File: config.mk
export PLATFORM = sky130hd
export DESIGN_NAME = word_split_tx
export DESIGN_NICKNAME = d
export VERILOG_FILES = /design/src/rtl/word_split_pkg.sv /design/src/rtl/word_split_tx_gap_counter.sv /design/src/rtl/word_split_tx.sv
export SDC_FILE = /design/constraint.sdc
export NUM_CORES = 1
export LEC_CHECK = 0
export CELL_PAD_IN_SITES_DETAIL_PLACEMENT = 0
export CELL_PAD_IN_SITES_GLOBAL_PLACEMENT = 1
export CORE_MARGIN = 2
export CORE_UTILIZATION = 38
export DETAILED_ROUTE_END_ITERATION = 10
export PLACE_DENSITY = 0.79
export SETUP_SLACK_MARGIN = 0.3
export SLEW_MARGIN = 20
export SYNTH_ARGS = -nofsm -noshare
export SYNTH_HDL_FRONTEND = slang
export SYNTH_SLANG_ARGS = --single-unit
File: constraint.sdc
create_clock -name CLK -period 2.25 [get_ports CLK]
set_clock_uncertainty 0.2 [all_clocks]
set_input_delay 0.3375 -clock CLK [delete_from_list [all_inputs] [get_ports CLK]]
set_output_delay 0.3375 -clock CLK [all_outputs]
set_load 0.03 [all_outputs]
File: src/rtl/word_split_pkg.sv
// Shared definitions for both ends of the split-word link: beat-sequencing states and default beat width.
package word_split_pkg;

  localparam int HALF_W_DEFAULT = 8;

  // Beat order on the link is always HIGH then LOW; the receiver relies on the same ordering.
  typedef enum logic [1:0] {
    IDLE,
    HIGH,
    LOW,
    GAP
  } tx_state_t;

  function automatic int gap_cnt_width(input int gap_cyc);
    return (gap_cyc > 1) ? $clog2(gap_cyc) : 1;
  endfunction

endpackage

File: src/rtl/word_split_tx_gap_counter.sv
// Down-counter that times the inter-word low period on the link; loaded with GAP_CYC-1, done at zero.
module gap_counter
  import word_split_pkg::*;
#(
  parameter int GAP_CYC = 1
) (
  input  logic CLK,
  input  logic RESET,
  input  logic load,
  input  logic dec,
  output logic done
);

  localparam int CNT_W = gap_cnt_width(GAP_CYC);

  logic [CNT_W-1:0] count;

  always_ff @(posedge CLK or negedge RESET) begin
    if (!RESET) begin
      count <= '0;
    end else if (load) begin
      count <= CNT_W'(GAP_CYC - 1);
    end else if (dec && (count != '0)) begin
      count <= count - CNT_W'(1);
    end
  end

  assign done = (count == '0);

endmodule

File: src/rtl/word_split_tx.sv
// Transmit end of the split-word link: one-word holding register feeding a HIGH/LOW/GAP beat sequencer.
// Optional even parity on link_par is enabled by defining WORD_SPLIT_PARITY_EN.
module word_split_tx
  import word_split_pkg::*;
#(
  parameter int HALF_W  = HALF_W_DEFAULT,
  parameter int GAP_CYC = 1
) (
  input  logic                CLK,
  input  logic                RESET,
  input  logic                in_valid,
  input  logic [2*HALF_W-1:0] in_data,
  output logic                in_ready,
  output logic                link_valid,
  output logic [HALF_W-1:0]   link_data,
  output logic                link_par,
  output logic                busy
);

  if (GAP_CYC < 1) begin : g_bad_gap
    $error("word_split_tx: GAP_CYC must be >= 1, receiver needs a low cycle between words");
  end

  tx_state_t           state;
  tx_state_t           next_state;
  logic [2*HALF_W-1:0] hold_reg;
  logic                hold_full;
  logic [HALF_W-1:0]   low_half;
  logic                accept;
  logic                load;
  logic                gap_done;
  logic                gap_load;
  logic                gap_dec;
  logic                link_valid_nxt;
  logic [HALF_W-1:0]   link_data_nxt;

  // Ready is forced low while reset is held so nothing is accepted into a register being cleared.
  assign in_ready = RESET & ~hold_full;
  assign accept   = in_valid & in_ready;
  assign busy     = hold_full | (state != IDLE);

  always_ff @(posedge CLK or negedge RESET) begin
    if (!RESET) begin
      hold_reg  <= '0;
      hold_full <= 1'b0;
    end else if (accept) begin
      hold_reg  <= in_data;
      hold_full <= 1'b1;
    end else if (load) begin
      hold_full <= 1'b0;
    end
  end

  // The low half is parked separately so the holding register is free to take the next word.
  always_ff @(posedge CLK or negedge RESET) begin
    if (!RESET) begin
      low_half <= '0;
    end else if (load) begin
      low_half <= hold_reg[HALF_W-1:0];
    end
  end

  always_ff @(posedge CLK or negedge RESET) begin
    if (!RESET) begin
      state <= IDLE;
    end else begin
      state <= next_state;
    end
  end

  always_comb begin
    next_state = state;
    load       = 1'b0;
    unique case (state)
      IDLE: begin
        if (hold_full) begin
          next_state = HIGH;
          load       = 1'b1;
        end
      end
      HIGH: next_state = LOW;
      LOW:  next_state = GAP;
      GAP: begin
        if (gap_done) begin
          if (hold_full) begin
            next_state = HIGH;
            load       = 1'b1;
          end else begin
            next_state = IDLE;
          end
        end
      end
      default: next_state = IDLE;
    endcase
  end

  assign gap_load = (state == LOW);
  assign gap_dec  = (state == GAP);

  gap_counter #(
    .GAP_CYC(GAP_CYC)
  ) u_gap_counter (
    .CLK  (CLK),
    .RESET(RESET),
    .load (gap_load),
    .dec  (gap_dec),
    .done (gap_done)
  );

  // Outputs are decoded from the upcoming state and registered, so link_* never see in_* combinationally.
  always_comb begin
    link_valid_nxt = 1'b0;
    link_data_nxt  = link_data;
    unique case (next_state)
      HIGH: begin
        link_valid_nxt = 1'b1;
        link_data_nxt  = hold_reg[2*HALF_W-1:HALF_W];
      end
      LOW: begin
        link_valid_nxt = 1'b1;
        link_data_nxt  = low_half;
      end
      default: begin
        link_valid_nxt = 1'b0;
        link_data_nxt  = link_data;
      end
    endcase
  end

  always_ff @(posedge CLK or negedge RESET) begin
    if (!RESET) begin
      link_valid <= 1'b0;
      link_data  <= '0;
    end else begin
      link_valid <= link_valid_nxt;
      link_data  <= link_data_nxt;
    end
  end

`ifdef WORD_SPLIT_PARITY_EN
  always_ff @(posedge CLK or negedge RESET) begin
    if (!RESET) begin
      link_par <= 1'b0;
    end else begin
      link_par <= link_valid_nxt ? ^link_data_nxt : 1'b0;
    end
  end
`else
  assign link_par = 1'b0;
`endif

endmodule

==> summary.md, run 1 <==
| Metric | Value |
|---|---|
| Synth area leader | `dfrtp_1` |
| Initial antenna violation count | `0` |
| Drt initial violations | `36` |
| RSZ-0062 raised after global routing | `yes` |
| # diodes | `0` |
| Core area | `0.004294 mm²` |
| Syn. warnings | `0` |
| Reg clk slew, reported paths | `0.07 ns` |
| Fmax | `472.2 MHz` |
| Synth Area in Compound Gates | `3.425%` |
| Cells along the critical path | `buf_4 > buf_4 > nor4b_4 > a211oi_4 > xor2_4 > buf_12 > mux2_4` |
| Ports | `31` |
| Leading cell type in the layout, fill and taps excluded | `dfrtp_1` |
| Total power draw | `3.836 mW` |
| Routed wl met2 | `1553 µm` |
| Vias per Instance | `4.745` |
| Worst Path Arrival | `2.09 ns` |
| Cell count after synthesis | `108` |
| Metal-1 WL | `1346 µm` |
| Setup violators final | `0` |
| Total Routed Length | `3091 µm` |
| Fin util | `52.59%` |
| Cts bufs inserted | `5` |
| HPWL after detailed placement | `2151 µm` |
| Share of post-route cells with drive strength above 1 | `37.82%` |
| Worst Path Class, Setup | `reg -> reg` |
| Largest net degree at the start of global routing | `38` |
| Reg2reg setup slack | `0.13 ns` |
| TNS Setup | `0 ns` |
| Placer congestion estimate | `0.8408` |
| Multiplexer share of the synthesized area | `28.59%` |
| Largest family of logic cells by synthesized area | `multiplexers` |
| Critical path's slowest cell | `dfrtp_2` |
| Wirelength per Cell | `14.86 µm` |
| Xor/xnor cell area share of the yosys netlist | `1.638%` |
| Final min period | `2.118 ns` |
| Yosys cell types | `20` |
| Seq/Total Area, Yosys | `55.10%` |
| Hold WC Path Type | `reg -> reg` |
| Port bufs | `29` |
| Die area | `0.004970 mm²` |
| TritonCTS clock tree | `done` |
| Num Clock Sinks | `37` |
| Crit-path max FO | `9` |
| ANT nets after route | `0` |
| # H-tree levels | `2` |
| Slowest cell delay on critical path | `0.45 ns` |
| Most frequent cells in the layout | `dfrtp_1, clkdlybuf4s50_1, mux2_1, mux2_2, buf_4` |
| First-pass GRT wire length | `5395 µm` |
| P_leak | `0.9774 nW` |
| Post-Synth Adder-Cell Area | `4.468%` |
| Hold Violations, Final | `0` |
| Met3 routed WL | `153 µm` |
| Final net count | `180` |
| CTS max path bufs | `2` |
| Power Dens Cells | `1699 mW/mm²` |
| Initial Util | `39.13%` |
| Critical path endpoint category | `register` |
| Drt first pass iters | `4` |
| Top cell by count, worst path | `buf_4` |
| Yosys reg bits | `37` |
| Outcome | `finished clean` |
| Vias | `987` |
| Area delta synth->final | `34.40%` |
| CTS root buf | `clkbuf_8` |
| Worst VDD drop | `0.7794 mV` |
| Die X | `70.50 µm` |
| Vias in the first global route | `1,115` |
| Syn nets | `133` |
| Final worst-path cycle share | `94.12%` |
| WP data required | `2.22 ns` |
| Synth Area per Inst | `15.56 µm²` |
| Clk_lat worst skew | `0.29 ns` |
| Mapped Area | `0.001680 mm²` |
| Number of flip-flops under the largest register name | `16` |
| Top cells by area, synth | `dfrtp_1, mux2_1, mux2_2` |
| GRT Total Usage | `14.24%` |
| Max Slew Vio Count | `0` |
| Die Ht | `70.50 µm` |
| Startpoint types | `register` |
| Drc violations | `0` |
| Post-synthesis simple-gate area fraction | `5.138%` |
| Top Metal Used | `met4` |
| Max-capacitance violation count | `0` |
| Rows | `24` |
| Top-area cell type share of the netlist area | `55.10%` |
| Overflow after GRT | `0` |
[metal layers]
| metal | GRT usage [%] | vias up |
|---|---|---|
| li1 | - | 466 |
| met1 | 17.63 | 496 |
| met2 | 22.85 | 20 |
| met3 | 4.040 | 5 |
| met4 | 7.051 | 0 |
| met5 | 0 | - |
[cell usage after synthesis]
| master | count |
|---|---|
| mux2_4 | 8 |
| a32oi_4 | 1 |
| nand2_1 | 4 |
| nor2b_1 | 4 |
| inv_1 | 2 |
| mux2_1 | 16 |
| ha_1 | 6 |
| dfrtp_1 | 37 |
| nand2b_1 | 2 |
| mux2_2 | 16 |
| buf_4 | 1 |
| xor2_4 | 1 |
| o21ai_1 | 2 |
| buf_1 | 1 |
| nor4b_2 | 1 |
| nor2_1 | 1 |
| nor3b_1 | 2 |
| a211oi_4 | 1 |
| buf_2 | 1 |
| conb_1 | 1 |
[power by group]
part           leakage [nW]  switching, mW  internal [mW]  total, mW
clock                0.0450          0.224          0.214      0.438
sequential            0.440          0.212           1.02       1.24
combinational         0.493          0.893           1.27       2.16
[cell type report]
class | instances | area (µm²)
Timing Repair Buffer | 43 | 397.9
Tap cell | 52 | 65.06
Multi-Input combinational cell | 66 | 772.0
Clock inverter | 2 | 10.01
Inverter | 2 | 12.51
Fill cell | 380 | 2036
Sequential cell | 37 | 928.4
Clock buffer | 6 | 72.57
[what timing repair did]
action,CTS,global route
gates resized for setup,3,2
buffers inserted,5,2
hold endpoints to repair,37,0
pin swaps,3,3
hold buffers,1,0
endpoints found under the setup margin,9,9
[critical path, delay by kind of cell (launching register included)]
family | cells | cell delay, ns
buffers and inverters | 3 | 0.45
DFF | 1 | 0.45
and+or+nand+nor | 1 | 0.30
muxes | 1 | 0.29
xor gates and xnor gates | 1 | 0.20
AOI/OAI and AO/OA | 1 | 0.10
[path summary, 6_finish.rpt]
path                             start             endpoint  depth (start not counted)
max                           state[0]         link_data[4]                          7
min                        hold_reg[1]          low_half[1]                          1
max reg2reg                   state[0]         link_data[4]                          7
min reg2reg                hold_reg[1]          low_half[1]                          1
max in group asynchronous        RESET             state[1]                          3
min in group asynchronous        RESET  u_gap_counter.count                          3
[stage by stage]
stage | cell area [µm²] | std cells | hold WS [ns] | worst slack, ns
2_1_floorplan | 1725 | 108 | -0.1581 | 0.1233
3_3_place_gp | 2115 | 192 | 0.2101 | 0.1296
3_5_place_dp | 2115 | 192 | 0.2224 | 0.06979
4_1_cts | 2247 | 206 | 0.2951 | 0.1427
5_1_grt | 2258 | 208 | 0.3119 | 0.05556
6_report | 2258 | 208 | 0.2892 | 0.1322
[cells by family after synthesis]
group	count (synthesis)
mux	40
flops	37
simple gates	14
fa+ha+maj	6
buf+inv	5
compound gates	4
other cells	1
xor+xnor	1
(Power assumes the default switching activity.)
==> run 2, diff against run 1 <==
--- a/config.mk
+++ b/config.mk
@@ -12,7 +12,7 @@
 export DETAILED_ROUTE_END_ITERATION = 10
 export PLACE_DENSITY = 0.79
 export SETUP_SLACK_MARGIN = 0.3
-export SLEW_MARGIN = 20
+export SLEW_MARGIN = 5
 export SYNTH_ARGS = -nofsm -noshare
 export SYNTH_HDL_FRONTEND = slang
 export SYNTH_SLANG_ARGS = --single-unit
==> results of run 2 <==
No change in the layout: final DEF, timing and power equal those of run 1.
==> run 3, diff against run 2 <==
--- a/config.mk
+++ b/config.mk
@@ -10,9 +10,11 @@
 export CORE_MARGIN = 2
 export CORE_UTILIZATION = 38
 export DETAILED_ROUTE_END_ITERATION = 10
-export PLACE_DENSITY = 0.79
+export PLACE_DENSITY = 0.8
 export SETUP_SLACK_MARGIN = 0.3
 export SLEW_MARGIN = 5
 export SYNTH_ARGS = -nofsm -noshare
 export SYNTH_HDL_FRONTEND = slang
+export SYNTH_HIERARCHICAL = 1
 export SYNTH_SLANG_ARGS = --single-unit
+export TNS_END_PERCENT = 50
==> summary.md, run 3 <==
| Metric | Value |
|---|---|
| WP data required | `2.22 ns` |
| Vias in the first global route | `1,061` |
| Worst Path Class, Setup | `reg -> reg` |
| Synth Area per Inst | `15.12 µm²` |
| Cells after DPL | `189` |
| Startpoint types | `register` |
| Yosys reg bits | `37` |
| Max-capacitance violation count | `0` |
| Initial antenna violation count | `0` |
| Leading cell type in the layout, fill and taps excluded | `dfrtp_1` |
| Number of flip-flops under the largest register name | `16` |
| Clk_lat worst skew | `0.29 ns` |
| Wirelength per Cell | `15.09 µm` |
| Largest family of logic cells by synthesized area | `multiplexers` |
| Yosys cell types | `22` |
| Power Dens Cells | `1774 mW/mm²` |
| GRT Total Usage | `13.78%` |
| Area delta synth->final | `41.92%` |
| Outcome | `finished clean` |
| Largest net degree at the start of global routing | `38` |
| Vias per Instance | `4.811` |
| CTS max path bufs | `2` |
| Syn. warnings | `6` |
| Total power draw | `4.073 mW` |
| Placer congestion estimate | `0.7608` |
| Register area | `928.4 µm²` |
| Final min period | `2.212 ns` |
| Initial Util | `39.87%` |
| Multiplexer share of the synthesized area | `27.84%` |
| Pre-CTS setup slack | `-0.009455 ns` |
| Ys async rst share | `100.0%` |
| Multi-input gate area | `780.7 µm²` |
| Core area | `0.004058 mm²` |
| Setup violators final | `0` |
| P_leak | `0.9783 nW` |
| Worst Path Arrival | `2.18 ns` |
| Drc violations | `0` |
| Post-route insts no fill | `206` |
| Final net count | `179` |
| Cts bufs inserted | `5` |
| Top cells by count, synth | `mux2_2, dfrtp_1, ha_1` |
| Setup WS post-layout | `0.03780 ns` |
| TritonCTS clock tree | `done` |
| # H-tree levels | `2` |
| Num Clock Sinks | `37` |
| Post-Synth Adder-Cell Area | `3.867%` |
| Crit-path max FO | `6` |
| Mapped Area | `0.001618 mm²` |
| Filler instances | `322` |
| Final worst-path cycle share | `98.32%` |
| Share of post-route cells with drive strength above 1 | `50.64%` |
| Ports | `31` |
| Die Ht | `69.25 µm` |
| Post-synth EDFFs | `0` |
| Top-area cell type share of the netlist area | `57.23%` |
| Max Slew Vio Count | `0` |
| # diodes | `0` |
| RSZ-0062 raised after global routing | `yes` |
| Top cells by area, synth | `dfrtp_1, mux2_2, ha_1` |
| Overflow after GRT | `0` |
| Synth Area in Compound Gates | `2.707%` |
| Worst VDD drop | `0.7279 mV` |
| CTS root buf | `clkbuf_8` |
| Post-synthesis simple-gate area fraction | `5.414%` |
| Critical path endpoint category | `register` |
| Drt initial violations | `36` |
| Most frequent cells in the layout | `dfrtp_1, mux2_2, clkdlybuf4s50_1` |
| Hold WC Path Type | `reg -> reg` |
| Vias | `991` |
| Fmax | `452.0 MHz` |
| Main synth FF type | `dfrtp_1` |
| Syn nets | `131` |
| Die area | `0.004796 mm²` |
| Die X | `69.25 µm` |
| Reg clk slew, reported paths | `0.08 ns` |
| Port bufs | `29` |
| Most frequent cell after synthesis | `mux2_2` |
| Cell count after synthesis | `107` |
| Total Routed Length | `3108 µm` |
| HPWL after detailed placement | `2087 µm` |
| Rows | `23` |
| Xor/xnor cell area share of the yosys netlist | `1.005%` |
| ANT nets after route | `0` |
| Drt first pass iters | `4` |
| Synth area leader | `dfrtp_1` |
| Seq/Total Area, Yosys | `57.23%` |
| First-pass GRT wire length | `5119 µm` |
| Hold Violations, Final | `0` |
[run 3: cells by family after synthesis]
| group | count (synthesis) |
|---|---|
| mux | 40 |
| flops | 37 |
| simple gates | 12 |
| buf+inv | 6 |
| fa+ha+maj | 5 |
| compound gates | 5 |
| other cells | 1 |
| xor+xnor | 1 |
[run 3: final timing paths]
path                              from  slack, ns             endpoint  cells after the start
min reg2reg                low_half[6]       0.30          low_half[6]                      1
max                           state[0]       0.04         link_data[5]                      7
max in group asynchronous        RESET       1.06             state[1]                      3
min in group asynchronous        RESET       0.44  u_gap_counter/count                      3
min                        low_half[6]       0.30          low_half[6]                      1
max reg2reg                   state[0]       0.04         link_data[5]                      7
[run 3: area by class of cell]
cell class              count  area share, %
flip-flops and latches     37          40.44
multi-input cells          64          34.01
repair buffers             44          17.71
clock buffers               7          4.196
well taps                  50          2.725
inverters                   3         0.7084
clock inverters             1         0.2180
[run 3: routing by layer]
layer	wire [µm]	share of wire, %	GRT usage, %	vias up
met5	0	0	0	-
met4	41	1.3	5.011	0
met3	143	4.6	4.506	5
met2	1617	52	22.65	26
met1	1306	42	16.95	494
li1	-	-	-	466
[run 3: power breakdown]
group          switching [mW]  total [mW]  leakage (nW)  internal (mW)
clock                   0.220       0.497        0.0542          0.277
combinational           0.971        2.36         0.486           1.39
sequential              0.190        1.22         0.438           1.03
total                    1.38        4.07         0.978           2.69
[run 3: critical path: stages (launching register included)]
cell      delay (ns)
dfrtp_2         0.44
clkinv_4        0.08
ha_4            0.14
or2b_1          0.26
a32oi_4         0.32
xor2_4          0.19
buf_6           0.16
mux2_4          0.30
[run 3: through the flow]
step | hold WS [ns] | util [%] | setup TNS, ns | cell area, µm²
2_1_floorplan | -0.1581 | - | 0 | 1672
4_1_cts | 0.3058 | 55.41 | 0 | 2248
5_1_grt | 0.3201 | 56.58 | -0.05460 | 2296
3_3_place_gp | 0.2304 | 50.42 | 0 | 2046
3_5_place_dp | 0.2273 | 50.42 | -0.02708 | 2046
6_report | 0.3048 | 56.58 | 0 | 2296
[run 3: timing repair]
item                                    4_1_cts  5_1_grt
resized for setup                            13        8
endpoints found under the setup margin       10       17
setup buffers                                 4        4
hold buffers                                  1        0
hold endpoints to repair                     37        0
pin swaps                                     4        3
